File: config.mk
export PLATFORM = sky130hd
export DESIGN_NAME = mc_ctrl
export DESIGN_NICKNAME = d
export VERILOG_FILES = /design/src/rtl/mc_ctrl.sv
export SDC_FILE = /design/constraint.sdc
export NUM_CORES = 1
export LEC_CHECK = 0
export BUFFER_PORTS_ARGS = -buffer_cell sky130_fd_sc_hd__buf_2
export CAP_MARGIN = 10
export CELL_PAD_IN_SITES_DETAIL_PLACEMENT = 2
export CELL_PAD_IN_SITES_GLOBAL_PLACEMENT = 2
export CORE_MARGIN = 1
export CORE_UTILIZATION = 33
export CTS_CLUSTER_SIZE = 24
export DETAILED_ROUTE_END_ITERATION = 6
export PLACE_DENSITY_LB_ADDON = 0.1
export SETUP_SLACK_MARGIN = 0.05
export SYNTH_ARGS = -nofsm -noshare
export SYNTH_HDL_FRONTEND = slang
export SYNTH_SLANG_ARGS = --single-unit
File: constraint.sdc
create_clock -name clk -period 8.4 [get_ports clk]
set_input_delay 0.84 -clock clk [delete_from_list [all_inputs] [get_ports clk]]
set_output_delay 0.84 -clock clk [all_outputs]
set_load 0.05 [all_outputs]
File: src/rtl/mc_ctrl.sv
// Multi-cycle MIPS-subset control unit: FETCH/DECODE/EXEC/MEM/WB sequencing,
// PC/IR ownership, memory handshake with wait timeout and sticky error flags.
module mc_ctrl #(
    parameter int unsigned ADDR_W   = 32,
    parameter logic [31:0] RESET_PC = 32'h0000_0000,
    parameter int unsigned WAIT_MAX = 255
) (
    input  logic              clk,
    input  logic              reset,
    input  logic [31:0]       mem_rdata,
    input  logic              mem_ready,
    input  logic [ADDR_W-1:0] rs_data,
    input  logic              alu_zero,
    output logic [ADDR_W-1:0] pc,
    output logic [31:0]       ir,
    output logic              mem_req,
    output logic              mem_we,
    output logic              mem_addr_sel,
    output logic              reg_we,
    output logic [1:0]        reg_dst,
    output logic [1:0]        wb_sel,
    output logic              alu_src,
    output logic [2:0]        alu_cntrl,
    output logic [2:0]        state_o,
    output logic              bus_err,
    output logic              illegal
);

    typedef enum logic [2:0] {
        S_FETCH  = 3'd0,
        S_DECODE = 3'd1,
        S_EXEC   = 3'd2,
        S_MEM    = 3'd3,
        S_WB     = 3'd4,
        S_ERROR  = 3'd7
    } state_t;

    typedef enum logic [2:0] {
        ALU_ADD  = 3'b000,
        ALU_SUB  = 3'b001,
        ALU_XOR  = 3'b010,
        ALU_SLT  = 3'b011,
        ALU_AND  = 3'b100,
        ALU_NAND = 3'b101,
        ALU_NOR  = 3'b110,
        ALU_OR   = 3'b111
    } alu_op_t;

    typedef enum logic [3:0] {
        C_RTYPE, C_ADDI, C_LW, C_SW, C_BEQ, C_BNE, C_J, C_JAL, C_JR, C_BAD
    } iclass_t;

    localparam logic [7:0] WAIT_LIM = 8'(WAIT_MAX);

    state_t            state, state_next;
    iclass_t           iclass;
    alu_op_t           rtype_op, exec_alu;
    logic              exec_src;
    logic [ADDR_W-1:0] pc_next, pc_plus4, jump_pc, branch_pc;
    logic [31:0]       ir_next, pc_wide, jump_wide, branch_off;
    logic [7:0]        wait_cnt, wait_next, wait_inc;
    logic              bus_err_next, illegal_next, branch_taken;
    logic              req, we, rwe;

    logic [5:0] opcode, funct;
    assign opcode = ir[31:26];
    assign funct  = ir[5:0];

    // Instruction classification; anything not listed is illegal.
    always_comb begin
        // NOTE: every combinational output gets a default first so no latch is inferred.
        iclass   = C_BAD;
        rtype_op = ALU_ADD;
        case (opcode)
            6'h00: begin
                case (funct)
                    6'h20: begin iclass = C_RTYPE; rtype_op = ALU_ADD; end
                    6'h22: begin iclass = C_RTYPE; rtype_op = ALU_SUB; end
                    6'h24: begin iclass = C_RTYPE; rtype_op = ALU_AND; end
                    6'h25: begin iclass = C_RTYPE; rtype_op = ALU_OR;  end
                    6'h26: begin iclass = C_RTYPE; rtype_op = ALU_XOR; end
                    6'h27: begin iclass = C_RTYPE; rtype_op = ALU_NOR; end
                    6'h2A: begin iclass = C_RTYPE; rtype_op = ALU_SLT; end
                    6'h08: iclass = C_JR;
                    default: iclass = C_BAD;
                endcase
            end
            6'h08:   iclass = C_ADDI;
            6'h23:   iclass = C_LW;
            6'h2B:   iclass = C_SW;
            6'h04:   iclass = C_BEQ;
            6'h05:   iclass = C_BNE;
            6'h02:   iclass = C_J;
            6'h03:   iclass = C_JAL;
            default: iclass = C_BAD;
        endcase
    end

    // ALU controls shared by EXEC and WB.
    always_comb begin
        exec_alu = ALU_ADD;
        exec_src = 1'b0;
        case (iclass)
            C_RTYPE:            exec_alu = rtype_op;
            C_ADDI, C_LW, C_SW: exec_src = 1'b1;
            C_BEQ, C_BNE:       exec_alu = ALU_SUB;
            default:            exec_alu = ALU_ADD;
        endcase
    end

    assign pc_plus4   = pc + ADDR_W'(4);
    assign pc_wide    = 32'(pc);
    assign jump_wide  = (pc_wide & 32'hF000_0000) | {4'b0000, ir[25:0], 2'b00};
    assign jump_pc    = jump_wide[ADDR_W-1:0];
    assign branch_off = {{14{ir[15]}}, ir[15:0], 2'b00};
    assign branch_pc  = pc + branch_off[ADDR_W-1:0];
    assign wait_inc   = wait_cnt + 8'd1;

    assign branch_taken = ((iclass == C_BEQ) && alu_zero) ||
                          ((iclass == C_BNE) && !alu_zero);

    always_comb begin
        state_next   = state;
        pc_next      = pc;
        ir_next      = ir;
        wait_next    = '0;
        bus_err_next = bus_err;
        illegal_next = illegal;
        req          = 1'b0;
        we           = 1'b0;
        rwe          = 1'b0;
        mem_addr_sel = 1'b0;
        reg_dst      = 2'd0;
        wb_sel       = 2'd0;
        alu_src      = 1'b0;
        alu_cntrl    = ALU_ADD;
        case (state)
            S_FETCH: begin
                req = 1'b1;
                if (mem_ready) begin
                    ir_next    = mem_rdata;
                    pc_next    = pc_plus4;
                    state_next = S_DECODE;
                end else if (wait_inc == WAIT_LIM) begin
                    bus_err_next = 1'b1;
                    state_next   = S_ERROR;
                end else begin
                    wait_next = wait_inc;
                end
            end
            S_DECODE: begin
                case (iclass)
                    C_J: begin
                        pc_next    = jump_pc;
                        state_next = S_FETCH;
                    end
                    C_JAL: begin
                        // pc already holds the link address (old pc + 4) here.
                        pc_next    = jump_pc;
                        rwe        = 1'b1;
                        reg_dst    = 2'd2;
                        wb_sel     = 2'd2;
                        state_next = S_FETCH;
                    end
                    C_JR: begin
                        pc_next    = rs_data;
                        state_next = S_FETCH;
                    end
                    C_BAD: begin
                        illegal_next = 1'b1;
                        state_next   = S_ERROR;
                    end
                    default: state_next = S_EXEC;
                endcase
            end
            S_EXEC: begin
                alu_cntrl = exec_alu;
                alu_src   = exec_src;
                case (iclass)
                    C_RTYPE, C_ADDI: state_next = S_WB;
                    C_LW, C_SW:      state_next = S_MEM;
                    default: begin
                        if (branch_taken) pc_next = branch_pc;
                        state_next = S_FETCH;
                    end
                endcase
            end
            S_MEM: begin
                req          = 1'b1;
                we           = (iclass == C_SW);
                mem_addr_sel = 1'b1;
                alu_src      = 1'b1;
                alu_cntrl    = ALU_ADD;
                if (mem_ready) begin
                    state_next = (iclass == C_SW) ? S_FETCH : S_WB;
                end else if (wait_inc == WAIT_LIM) begin
                    bus_err_next = 1'b1;
                    state_next   = S_ERROR;
                end else begin
                    wait_next = wait_inc;
                end
            end
            S_WB: begin
                alu_cntrl  = exec_alu;
                alu_src    = exec_src;
                rwe        = 1'b1;
                reg_dst    = (iclass == C_RTYPE) ? 2'd1 : 2'd0;
                wb_sel     = (iclass == C_LW)    ? 2'd1 : 2'd0;
                state_next = S_FETCH;
            end
            S_ERROR: state_next = S_ERROR;
            default: state_next = S_ERROR;
        endcase
    end

    // Strobes drop the instant reset rises, even mid-transfer.
    assign mem_req = req & ~reset;
    assign mem_we  = we  & ~reset;
    assign reg_we  = rwe & ~reset;
    assign state_o = state;

    // NOTE: sequential state uses non-blocking assignments so all registers update together.
    always_ff @(posedge clk or posedge reset) begin
        if (reset) state <= S_FETCH;
        else       state <= state_next;
    end

    always_ff @(posedge clk or posedge reset) begin
        if (reset) begin
            pc       <= RESET_PC[ADDR_W-1:0];
            ir       <= '0;
            wait_cnt <= '0;
            bus_err  <= 1'b0;
            illegal  <= 1'b0;
        end else begin
            pc       <= pc_next;
            ir       <= ir_next;
            wait_cnt <= wait_next;
            bus_err  <= bus_err_next;
            illegal  <= illegal_next;
        end
    end

endmodule

* Yosys cells after proc, flatten, opt, wreduce, memory -nomap -nowiden
Index checks and enable logic that the tools add are counted.
Operators by class: add/subtract/negate cells 3, equal/unequal tests 33, mux-type cells 33, bitwise operators 6, reduce and logical (&&, ||, !) cells 22
Operators by type and width (number):
- 2-to-1 mux 32 bit | 3
- one-hot mux 32 bit (3 select lines) | 1
- one-hot mux 32 bit (2 select lines) | 1
- equality test 6 bit, second input constant | 9
- adder 32 x 3 -> 32 bit, second input constant | 1
- adder 32 bit | 1
- bitwise OR 32 x 28 -> 32 bit | 1
- one-hot mux 4 bit (8 select lines) | 1
- 2-to-1 mux 8 bit | 3
- 2-to-1 mux 3 bit | 6
- one-hot mux 3 bit (2 select lines) | 3
- one-hot mux 3 bit (6 select lines) | 1
- equality test 4 x 3 -> 1 bit, second input constant | 4
- one-hot mux 3 bit (5 select lines) | 1
- equality test 6 x 2 -> 1 bit, second input constant | 2
- equality test 6 x 3 -> 1 bit, second input constant | 2
- equality test 6 x 4 -> 1 bit, second input constant | 2
- OR reduction 2 bit | 6
- adder 8 x 1 -> 8 bit, second input constant | 1
- equality test 4 x 2 -> 1 bit, second input constant | 2
- equality test 4 bit, second input constant | 2
- equality test 8 bit, second input constant | 1
- one-hot mux 2 bit (2 select lines) | 2
- one-hot mux 4 bit (2 select lines) | 1
- other kinds (24) | 40
Word-level totals: register bits 77, output and inout port bits 81

* Longest topological paths before layout
Gate-level depths: netlist of the first run.
depth after elaboration 10, depth in mapped cells 15, mapped depth without buffers 14

* Worst setup path before layout of the first run
OpenSTA, ideal clock, no wires.
path kind register to register, start reg state[1], in the netlist state_o[1], end reg pc[31], library setup time 0.133 ns, arrival time 4.067 ns, data required time 8.267 ns, slack 4.200 ns, stages on the path, launching flop included 14, buffers on the path 2, clock period less this slack 4.200 ns, path through dfrtp_1 -> clkbuf_1 -> nor3b_1 -> clkbuf_1 -> and2_1 -> ha_1 -> a21o_1 -> o31a_1 -> a2111oi_2 -> o21ai_0 -> a21oi_1 -> o21ai_0 -> a221oi_2 -> o41ai_2
On the way: longest elaborated chain between the ends 3, elaborated cells between the ends (all ways) 10, classes of those cells eq/ne: 6; mux: 1; reduce/logical: 3
RTL lines:
- start: declaration | line 55 | state_t state, state_next;
- start signal: assignment | line 225 | else state <= state_next;
- equality test 3 x 1 -> 1 bit (tied with other cells) | line 137 | case (state)
- inequality test 3 bit (no source line) (tied with other cells)
- AND reduction 5 bit (no source line)
- end signal: assignment | line 230 | pc <= RESET_PC[ADDR_W-1:0];
- end signal: assignment | line 236 | pc <= pc_next;
- end: declaration | line 14 | output logic [ADDR_W-1:0] pc,
Parallel ways exist; a longest one is shown, timed or not. A chain may end at the register's enable or synchronous reset.

* Worst setup path in the final report of the first run
start reg state[2], in the netlist state_o[2], end reg pc[31]
Same word-level chain as after synthesis.

==> results.cfg, run 1 <==
[clock_network]
clkTransAtPathRegs_ns = 0.07
cts_setup_buffers = 0
cts_buffer_depth = 2
h-tree-depth = 3
root_buffer = clkbuf_16
cts_tree = done
cts.sinks = 77
cts_resized = 0
clk_latency_ns = 0.36
cts_hold_buffers = 0
cts_buffers = 9

[timing]
tns_ns = 0
period_share_pct = 51.9
slew_headroom_pct = 25.2
finClkSkew_ns = 0.00954
rsz0062_at_grt = false
drv_slew = 0
final_hold_viol_count = 0
setup_viol = 0
fin_crit_ns = 4.36
worst_pin_slew_ns = 1.12
fmax_ghz = 0.229

[logic_synthesis]
synth_top_family_by_area = simple AND/OR/NAND/NOR gates
synth_xor_area_share_pct = 4.74
syn-cell-area_um2 = 5550
ys_ff_latch = 77
yosysMostFrequentCell = dfrtp_1
synthCells = 653
synth_cell_types = 62
synth_simple_gate_area_share_pct = 20.7
synthTopCellsByArea = dfrtp_1 35%, ha_1 7.0%, mux2_2 6.7%
synth_nets = 753
synth-seq-area-share_pct = 34.7
synth_mux_area_share_pct = 7.42
synth-async-reset-ratio_pct = 100
ys_warn_count = 0
synth_top_area_share_pct = 34.7
synth_fa_ha_area_share_pct = 7.35
yosys-top-cells-count = 77 x dfrtp_1, 73 x nand2_1, 66 x a21oi_1
synth_edf_count = 0
ys.flop_type = dfrtp_1
syn_area_per_cell_um2 = 8.50
synth_compound_area_share_pct = 20.5
yosys.area.top_type = dfrtp_1

[final_layout]
final_area_um2 = 6760
layout.nets = 883
multi_input_area_um2 = 3380
syn_to_final_growth_pct = 21.9
n_fill_cell = 1900
drive_gt1_share_pct = 27.7
seqCellArea_um2 = 1930

[grt]
grt_pass1_vias = 5994
antenna_found_initial = 0
grt_max_degree = 79
gr-usage-all-layers_pct = 23.7
grt_pass1_wl_um = 32400
grt_remaining_overflow = 0

[floorplan]
coreArea_um2 = 16500
die_y_um = 132
die-area_um2 = 17300
rows = 47
fp.dieW_um = 132
io_pins = 149
initial_utilization_pct = 33.6

[worst_setup_path]
regToRegSetupSlack_ns = 4.04
crit_buf_inv = 1
critPathLaunchType = flip-flop
cp_cell_sequence = nor3b_2, buf_6, and2_1, ha_1, a21o_1, a21oi_1, a21boi_0, a2111oi_2, o21ai_0, a21oi_1, o21ai_0, a221oi_2, o41ai_2
cpPeakStageDelay_ns = 0.63
path_max_fanout = 17
reg2regPathDepth = 13
worstSetupEndpointType = flip-flop
slowest_stage = a2111oi_2
worstPathRequired_ns = 8.63
crit_arrival_ns = 4.59
critPathKind = reg -> reg
reg2reg_from = state_o[2]
critPathLaunch = state_o[2]
r2r-end = pc[31]
cp_top_family = compound AO/OA/AOI/OAI gates

[min_path]
min_to = illegal
hold_depth = 1
hold_start = illegal
hold_path_class = reg -> reg

[drt]
vias = 5468
drc = 0
wl_per_cell_um = 19.8
first_iter_violations = 153
viasPerCell = 5.42
routed_wl_um = 19900
ant_nets = 0
dr.pass1.iters = 4

[placed_design]
dp_hpwl_um = 14300
post_dp_cell_area_um2 = 6450
place_congestion = 0.817
place.port_buffers = 148

[power_and_ir_drop]
power_frac_comb_pct = 9.6
p_int_mw = 0.653
vdd_ir_drop_max_uv = 98.6
pwr-share-seq_pct = 43.9
power_mw = 0.892
power_leakage_nw = 3.29
cellPowerDensity_nw_per_um2 = 132
netSwitchingFraction_pct = 26.9
clkPwrFrac_pct = 46.5
p_switching_mw = 0.240

[outcome]
outcome = finished, final reports clean

[flow_run]
drv_cap = 0
[metal layers]
metal | vias to the layer above | routed length, um | GRT usage (%)
li1 | 2600 | - | -
met4 | 0 | 271 | 6.78
met1 | 2743 | 9260 | 30.5
met3 | 19 | 521 | 3.16
met2 | 106 | 9880 | 41.2
met5 | - | 0 | 0
[through the flow]
step / utilization [%] / hold WS [ns] / cells / setup WS (ns)
3_5_place_dp: 39.0 / 0.451 / 991 / 3.56
5_1_grt: 40.9 / 0.495 / 1007 / 3.74
3_3_place_gp: 39.0 / 0.452 / 991 / 3.86
6_report: 40.9 / 0.468 / 1008 / 4.04
4_1_cts: 40.8 / 0.471 / 1006 / 3.51
2_1_floorplan: - / 0.447 / 653 / 4.20
[cell families after synthesis]
family,after synthesis
buffers and inverters,57
and+or+nand+nor,240
xor gates and xnor gates,30
DFF,77
AOI/OAI and AO/OA,180
adders and majority gates,32
muxes,37
[worst max path at each step]
| stage | end | slack [ns] | depth (start not counted) |
|---|---|---|---|
| after floorplan | pc[31] | 4.20 | 13 |
| after global placement | pc[31] | 3.86 | 12 |
| after detailed placement | pc[31] | 3.56 | 12 |
| after CTS | pc[31] | 3.51 | 12 |
| after global routing | pc[31] | 3.74 | 13 |
| final | pc[31] | 4.04 | 13 |
[worst register-to-register path: stages, from the launching register on]
cell       delay (ns)
dfrtp_1          0.59
nor3b_2          0.49
buf_6            0.23
and2_1           0.15
ha_1             0.28
a21o_1           0.19
a21oi_1          0.18
a21boi_0         0.23
a2111oi_2        0.63
o21ai_0          0.37
a21oi_1          0.31
o21ai_0          0.20
a221oi_2         0.29
o41ai_2          0.11
[sequential cells by signal (all words and copies together), names as in the netlist]
| name | flops |
|---|---|
| wait_cnt | 8 |
| bus_err | 1 |
| pc | 32 |
| illegal | 1 |
| ir | 32 |
| state_o | 3 |
[power by group through the flow]
| stage | clock (mW) | sequential [mW] | combinational [mW] |
|---|---|---|---|
| 2_1_floorplan | 0 | 0.421 | 0.0279 |
| 3_3_place_gp | 0 | 0.398 | 0.0844 |
| 3_5_place_dp | 0 | 0.399 | 0.0863 |
| 4_1_cts | 0.426 | 0.392 | 0.0867 |
| 5_1_grt | 0.440 | 0.393 | 0.0924 |
| 6_report | 0.415 | 0.392 | 0.0853 |
[cell usage in the layout (no fill, tap or decap), types with 6 or more instances in the layout]
master     Yosys  final
and2_1        20     20
mux2_2        33     33
nand2_1       73     73
nand3_1       27     27
a211oi_1       8      8
a21oi_1       66     66
nand2b_1       7      7
o21ai_0       35     35
clkbuf_16      0      9
or3_1          8      8
buf_4          1      7
a31oi_1        9      9
nor2_1        63     63
buf_2          4    148
dfrtp_1       77     77
nand4_1        6      6
xnor2_1       17     17
xor2_1        13     13
o211ai_1       7      7
ha_1          31     31
a21o_1        21     21
nor3_1        12     12
inv_1         20     19
[area by class of cell]
| class | instances | share of cell area, % |
|---|---|---|
| multi-input combinational | 519 | 49.9 |
| sequential | 77 | 28.5 |
| timing repair buffer | 156 | 11.9 |
| tap | 220 | 4.07 |
| clock buffer | 12 | 3.79 |
| inverter | 20 | 1.13 |
| clock inverter | 3 | 0.666 |
| antenna | 1 | 0.0370 |
No activity file was read; power rests on OpenSTA's default activity.
==> inputs of run 2 (changes only) <==
- CORE_UTILIZATION: 33 -> 31
- clock period: 8.4 -> 4.25 ns (I/O delays scaled with it)
==> results.cfg, run 2 (synthesis gave the netlist of run 1 again) <==
[worst_setup_path]
cpPeakStageDelay_ns = 0.54
worstSetupEndpointType = flip-flop
regToRegSetupSlack_ns = 0.41
worstPathRequired_ns = 4.47
cp_cell_sequence = nor3b_4, nand2b_1, ha_1, inv_1, fa_1, nor2b_1, o31a_1, o211ai_1, a21oi_2, a31oi_1, o21ai_0, a221oi_1, xnor2_1, o21ai_0
slowest_stage = dfrtp_1
r2r-end = pc[28]
path_max_fanout = 12
reg2reg_from = state_o[0]
critPathLaunchType = flip-flop
reg2regPathDepth = 14
crit_arrival_ns = 4.06
crit_top_cell = o21ai_0
critPathKind = reg -> reg

[final_layout]
seqCellArea_um2 = 1930
multi_input_area_um2 = 3400
n_fill_cell = 1975
final_common_cell = buf_2
largest_registers = ir (32), pc (32), wait_cnt (8)
diodes = 0
layout.nets = 889
fin_cells = 1017
final_cell_mix = 148 x buf_2, 77 x dfrtp_1, 73 x nand2_1
drive_gt1_share_pct = 28.3
syn_to_final_growth_pct = 22.7

[clock_network]
clkTransAtPathRegs_ns = 0.06
cts_setup_buffers = 0
cts.sinks = 77
cts_buffers = 9
root_buffer = clkbuf_16
h-tree-depth = 3
cts_tree = done
cts_hold_buffers = 0
cts_buffer_depth = 2
clk_latency_ns = 0.35

[timing]
rsz0062_at_grt = false
finClkSkew_ns = 0.00638
drv_slew = 0
worst_pin_slew_ns = 0.769
fin_crit_ns = 3.84
setup_ws_ns = 0.411
tns_ns = 0
final_hold_viol_count = 0
setup_viol = 0
fmax_ghz = 0.260
period_share_pct = 90.3
slew_headroom_pct = 48.0

[placed_design]
dp_hpwl_um = 14800
place_congestion = 0.843
place.port_buffers = 148
post-place-cells = 1003
pre_cts_ws_ns = 0.201

[drt]
dr.pass1.iters = 4
dr.max_layer_used = met4
vias = 5484
routed_wl_um = 19800
first_iter_violations = 160
dr_wl_met2_um = 9570
viasPerCell = 5.39
wl_per_cell_um = 19.4
routed-wl-met3_um = 563
ant_nets = 0
drc = 0
wl_met1_um = 9420

[floorplan]
fp.dieW_um = 136
die-area_um2 = 18400
coreArea_um2 = 17400
io_pins = 149
initial_utilization_pct = 32.0
die_y_um = 136
rows = 48

[outcome]
outcome = finished, final reports clean

[grt]
grt_pass1_wl_um = 32300
grt_pass1_vias = 6101
antenna_found_initial = 0
gr-usage-all-layers_pct = 22.4
grt_remaining_overflow = 0
grt_max_degree = 47

[power_and_ir_drop]
cellPowerDensity_nw_per_um2 = 248
power_leakage_nw = 3.32
power_mw = 1.69
vdd_ir_drop_max_uv = 189

[flow_run]
drv_cap = 0

[min_path]
hold_path_class = in -> async
-- run 2: power breakdown --
part / internal [mW] / switching [mW] / total, mW / leakage, nW
sequential: 0.749 / 0.0261 / 0.775 / 0.980
combinational: 0.0566 / 0.113 / 0.169 / 2.21
clock: 0.420 / 0.325 / 0.745 / 0.134
total: 1.23 / 0.464 / 1.69 / 3.32
-- run 2: metrics by stage --
stage	hold WS, ns	util (%)	area [um^2]
final	0.146	39.2	6810
after global routing	0.183	39.2	6810
after CTS	0.171	39.1	6790
after detailed placement	0.453	37.6	6520
after global placement	0.454	37.6	6520
after floorplan	0.447	-	5550
-- run 2: worst max path at each step --
stage | startpoint | endpoint | slack (ns) | cells past startpoint
after floorplan | state_o[1] | pc[31] | 0.25 | 13
after global placement | state_o[0] | pc[31] | 0.35 | 13
after detailed placement | state_o[0] | pc[31] | 0.20 | 13
after CTS | state_o[0] | pc[31] | 0.17 | 13
after global routing | state_o[0] | pc[31] | 0.08 | 13
final | state_o[0] | pc[28] | 0.41 | 14
-- run 2: critical path: cells and delay by family, from the launching register on --
kind	cells	cell delay, ns
adder cells (fa/ha/maj)	2	0.44
AND/OR/NAND/NOR	3	0.67
flip-flops	1	0.54
XOR/XNOR	1	0.18
AO/OA/AOI/OAI	7	1.79
buffers and inverters	1	0.09
-- run 2: per-layer routing --
metal	vias up	track usage, %
li1	2601	-
met1	2771	29.4
met2	98	38.7
met3	14	2.81
met4	0	5.74
met5	-	0
-- run 2: layout make-up --
cell class	count	share of cell area (%)
Multi-Input combinational cell	519	49.9
Sequential cell	77	28.3
Timing Repair Buffer	162	12.6
Tap cell	225	4.13
Clock buffer	12	3.77
Inverter	20	1.12
Clock inverter	2	0.147
-- run 2: repair_timing --
action,4_1_cts,5_1_grt
endpoints found under the hold margin,0,0
endpoints found under the setup margin,0,8
resized for setup,0,3
